**config.mk**
```make
export PLATFORM = sky130hd
export DESIGN_NAME = serial_adder_ctrl
export DESIGN_NICKNAME = d
export VERILOG_FILES = /design/src/rtl/serial_adder_pkg.sv /design/src/rtl/serial_adder_fa_bit.sv /design/src/rtl/serial_adder_ctrl.sv
export SDC_FILE = /design/constraint.sdc
export NUM_CORES = 1
export LEC_CHECK = 0
export CAP_MARGIN = 20
export CORE_ASPECT_RATIO = 2
export CORE_MARGIN = 1
export CORE_UTILIZATION = 50
export DETAILED_ROUTE_END_ITERATION = 16
export PLACE_DENSITY = 0.78
export SLEW_MARGIN = 20
export SYNTH_ARGS = -nofsm -noshare
export SYNTH_HDL_FRONTEND = slang
export SYNTH_SLANG_ARGS = --single-unit
```
**constraint.sdc**
```tcl
create_clock -name clk_i -period 1.9 [get_ports clk_i]
set_clock_uncertainty 0.05 [all_clocks]
set_input_delay 0.38 -clock clk_i [delete_from_list [all_inputs] [get_ports clk_i]]
set_output_delay 0.38 -clock clk_i [all_outputs]
set_load 0.005 [all_outputs]
```
**src/rtl/serial_adder_pkg.sv**
```systemverilog
// Shared types and constants for the bit-serial adder controller.
// Subtract mode is compiled in with SERIAL_ADDER_SUB_EN (see serial_adder_ctrl).
package serial_adder_pkg;

    localparam int DEFAULT_WIDTH = 8;

    localparam logic [1:0] ST_IDLE = 2'd0;
    localparam logic [1:0] ST_RUN  = 2'd1;
    localparam logic [1:0] ST_DONE = 2'd2;

    typedef enum logic [1:0] {
        IDLE = ST_IDLE,
        RUN  = ST_RUN,
        DONE = ST_DONE
    } state_t;

endpackage

```
**src/rtl/serial_adder_fa_bit.sv**
```systemverilog
// Purely combinational 1-bit full adder cell, time-shared by serial_adder_ctrl.
module fa_bit (
    input  logic a_i,
    input  logic b_i,
    input  logic cin_i,
    output logic sum_o,
    output logic cout_o
);

    assign sum_o  = a_i ^ b_i ^ cin_i;
    assign cout_o = (a_i & b_i) | (a_i & cin_i) | (b_i & cin_i);

endmodule

```
**src/rtl/serial_adder_ctrl.sv**
```systemverilog
// Bit-serial WIDTH-bit adder: one full adder cell, operands shifted LSB-first.
// Define SERIAL_ADDER_SUB_EN to add the sub_i port (a - b via ~b and carry-in 1).
module serial_adder_ctrl
    import serial_adder_pkg::*;
#(
    parameter int WIDTH = DEFAULT_WIDTH
) (
    input  logic             clk_i,
    input  logic             rst_i,
    input  logic             start_i,
    input  logic [WIDTH-1:0] a_i,
    input  logic [WIDTH-1:0] b_i,
    input  logic             cin_i,
`ifdef SERIAL_ADDER_SUB_EN
    input  logic             sub_i,
`endif
    output logic             busy_o,
    output logic             done_o,
    output logic [WIDTH-1:0] sum_o,
    output logic             cout_o,
    output state_t           state_o
);

    localparam int CNT_W = (WIDTH > 1) ? $clog2(WIDTH) : 1;
    localparam logic [CNT_W-1:0] LAST_CNT = CNT_W'(WIDTH - 1);

    state_t           state_q, state_d;
    logic [WIDTH-1:0] a_sh_q, a_sh_d;
    logic [WIDTH-1:0] b_sh_q, b_sh_d;
    logic [WIDTH-1:0] res_q, res_d;
    logic [WIDTH-1:0] sum_q, sum_d;
    logic             carry_q, carry_d;
    logic             cout_q, cout_d;
    logic [CNT_W-1:0] cnt_q, cnt_d;

    logic             fa_s, fa_c;
    logic [WIDTH-1:0] res_shift;
    logic [WIDTH-1:0] b_load;
    logic             carry_load;

`ifdef SERIAL_ADDER_SUB_EN
    assign b_load     = sub_i ? ~b_i : b_i;
    assign carry_load = sub_i ? 1'b1 : cin_i;
`else
    assign b_load     = b_i;
    assign carry_load = cin_i;
`endif

    fa_bit u_fa (
        .a_i    (a_sh_q[0]),
        .b_i    (b_sh_q[0]),
        .cin_i  (carry_q),
        .sum_o  (fa_s),
        .cout_o (fa_c)
    );

    // New bit enters at the MSB so the LSB-first stream lands in order.
    assign res_shift = (res_q >> 1) | (WIDTH'(fa_s) << (WIDTH - 1));

    always_comb begin
        state_d = state_q;
        a_sh_d  = a_sh_q;
        b_sh_d  = b_sh_q;
        res_d   = res_q;
        sum_d   = sum_q;
        carry_d = carry_q;
        cout_d  = cout_q;
        cnt_d   = cnt_q;
        unique case (state_q)
            IDLE, DONE: begin
                if (start_i) begin
                    a_sh_d  = a_i;
                    b_sh_d  = b_load;
                    carry_d = carry_load;
                    cnt_d   = '0;
                    state_d = RUN;
                end else begin
                    state_d = IDLE;
                end
            end
            RUN: begin
                a_sh_d  = a_sh_q >> 1;
                b_sh_d  = b_sh_q >> 1;
                res_d   = res_shift;
                carry_d = fa_c;
                cnt_d   = cnt_q + 1'b1;
                if (cnt_q == LAST_CNT) begin
                    sum_d   = res_shift;
                    cout_d  = fa_c;
                    state_d = DONE;
                end
            end
            default: state_d = IDLE;
        endcase
    end

    always_ff @(posedge clk_i or posedge rst_i) begin
        if (rst_i) begin
            state_q <= IDLE;
            a_sh_q  <= '0;
            b_sh_q  <= '0;
            res_q   <= '0;
            sum_q   <= '0;
            carry_q <= 1'b0;
            cout_q  <= 1'b0;
            cnt_q   <= '0;
        end else begin
            state_q <= state_d;
            a_sh_q  <= a_sh_d;
            b_sh_q  <= b_sh_d;
            res_q   <= res_d;
            sum_q   <= sum_d;
            carry_q <= carry_d;
            cout_q  <= cout_d;
            cnt_q   <= cnt_d;
        end
    end

    assign busy_o  = (state_q == RUN);
    assign done_o  = (state_q == DONE);
    assign sum_o   = sum_q;
    assign cout_o  = cout_q;
    assign state_o = state_q;

endmodule

```
==> metrics.cfg <==
[outcome]
status = complete, no violations

[cts]
ctsHoldBuffers = 0
cts_tree = yes
cts_root_buf = clkbuf_8
cts_buffers = 5
clk_pin_slew_ns = 0.07
cts.sinks = 38
insertion_delay_ns = 0.29
cts_max_level = 2
clk_path_buf_depth = 2

[timing]
maxSlewViolCount = 0
hold_viol = 0
setup_tns_ns = 0
relSlewSlack_pct = 64.71
period_share_pct = 95.12
worstMarginPinSlew_ns = 0.5293
fmaxAchievable_mhz = 553.3
min_period_ns = 1.807
setup_violations = 0
grt_setup_unrepaired = false

[detailed_routing]
vias_per_cell = 5.307
vias = 1157
routed_wl_mm = 3.146
antenna_left = 0
drc_errors = 0
wl_per_cell_um = 14.43
first_iter_violations = 28
dr.pass1.iters = 4

[setup_path]
critPathKind = reg -> out
rrSetupSlack_ns = 0.26
crit_arrival_ns = 1.38
worstPathRequired_ns = 1.47
reg2reg_to = b_sh_q[7]$_DFFE_PP0P_
reg2regPathDepth = 5
r2r-start = state_o[0]$_DFFE_PP0P_
cp-end-kind = primary output
startpoint = state_o[1]$_DFFE_PP0P_
worst-path-max-fanout = 4
worst_setup_path_start_kind = flip-flop

[power]
ir_worst_vdd_mv = 0.9317
p_per_area_nw_per_um2 = 1583
p_total_mw = 3.388
p_leak_nw = 1.054

[die]
fp.coreArea_um2 = 3157
die_height_um = 83.56
io-pin-count = 33
rows = 29
start_util_pct = 52.68
dieArea_um2 = 3574
die_w_um = 42.78

[cells_and_area]
final_cell_mix = dfrtp_1, clkdlybuf4s50_1, nand2_1
diodes = 0
drive_gt1_share_pct = 16.04
final_common_cell = dfrtp_1
final_nets = 209
fillers = 246
area_growth_pct = 28.67

[global_routing]
grt_start_max_net_pins = 39
grt_pass1_vias = 1199
track_usage_pct = 20.32
gr-total-overflow = 0
grt_pass1_wl_mm = 5.451
antenna_found_initial = 0

[placement]
place.gp.congestion = 0.7307
post-dp-hpwl_mm = 2.267
port_buffers = 32

[synth]
synth_cells = 144
synth_warnings = 0
syn-cell-area_um2 = 1663
ys_ff_latch = 38
ys_seq_area_share_pct = 57.19
syn_nets = 167
yosysUniqueCellTypes = 24
avgSynthCellArea_um2 = 11.55

[run]
maxCapViolations = 0

[worst_hold_path]
hold_path.class = in -> async

==> flip-flops by register name, indices dropped and copies added, names as in the netlist <==
name,cells
cnt_q,3
cout_o,1
b_sh_q,8
res_q,7
state_o,2
a_sh_q,8
carry_q,1
sum_o,8
==> layout make-up <==
cell class,count,area (µm²),share of cell area [%]
flip-flops and latches,38,952.2,44.50
clock buffers,7,86.33,4.035
well taps,31,38.79,1.813
repair buffers,41,387.9,18.13
inverters,17,68.82,3.216
clock inverters,1,5.005,0.2339
multi-input cells,83,600.6,28.07
==> worst max-delay path, stage by stage (launching register included) <==
cell,delay (ns)
dfrtp_1,0.40
nand2b_4,0.16
clkinv_4,0.05
clkdlybuf4s50_1,0.48
==> power breakdown <==
group	switching [mW]	leakage [nW]	internal, mW
combinational	0.617	0.548	0.784
clock	0.273	0.0482	0.292
sequential	0.239	0.458	1.18
==> stage by stage <==
stage               worst slack [ns]  hold WS [ns]  utilization, %  instance area (µm²)  std cells
floorplan                     0.4797        0.3959               -                 1663        144
global placement              0.2037        0.4097           64.37                 2032        208
detailed placement            0.1653        0.4440           64.37                 2032        208
CTS                          0.03610        0.4598           67.30                 2125        216
global route                 0.01943        0.4739           67.78                 2140        218
finish                       0.09281        0.4492           67.78                 2140        218
==> kinds of logic after synthesis <==
group	count (synthesis)	share of synthesized area [%]
simple gates	29	8.804
mux	13	10.61
fa+ha+maj	3	2.709
flops	38	57.19
xor+xnor	1	0.5268
buf+inv	23	6.697
compound gates	37	13.47
==> per-layer routing <==
metal  GRT usage, %  routed length (µm)  vias to the layer above  part of all wire (%)
met5              0                   0                        -                     0
met4          9.659                  89                        0                   2.8
met3          6.061                 116                        7                   3.7
met2          32.37                1692                       26                    54
met1          24.42                1247                      554                    40
li1               -                   -                      570                     -
==> repair_timing <==
item,4_1_cts,5_1_grt
pin swaps,0,0
resized for setup,1,0
endpoints found under the hold margin,0,0
setup buffers,0,2
setup endpoints to repair,2,1
==> worst max-delay path by stage <==
stage	cells after the start	endpoint	slack [ns]
6_report	3	busy_o	0.09
5_1_grt	2	done_o	0.02
4_1_cts	2	done_o	0.04
3_5_place_dp	4	b_sh_q[7]$_DFFE_PP0P_	0.17
3_3_place_gp	4	b_sh_q[7]$_DFFE_PP0P_	0.20
2_1_floorplan	4	cout_o$_DFFE_PP0P_	0.48
==> cell usage after synthesis <==
cell / count / area (µm²)
nand3_1: 1 / 5.000
mux2_2: 1 / 11.26
o21ai_0: 2 / 10.01
nand2_8: 1 / 20.02
o22ai_1: 13 / 81.33
mux2i_1: 3 / 30.03
dfrtp_1: 38 / 950.9
nor2b_1: 3 / 18.77
buf_2: 4 / 20.02
mux2_4: 9 / 135.1
buf_6: 2 / 22.52
nand2_1: 21 / 78.83
nand2b_4: 1 / 13.76
nor2_1: 1 / 3.750
a211oi_1: 2 / 15.01
nand2b_1: 1 / 6.260
a21oi_1: 15 / 75.07
clkinv_4: 1 / 8.760
a21o_1: 1 / 7.510
xnor2_1: 1 / 8.760
fa_1: 1 / 20.02
ha_1: 2 / 25.02
inv_1: 16 / 60.06
a22o_1: 4 / 35.03
Note: power is estimated with default switching activity, not from simulation.
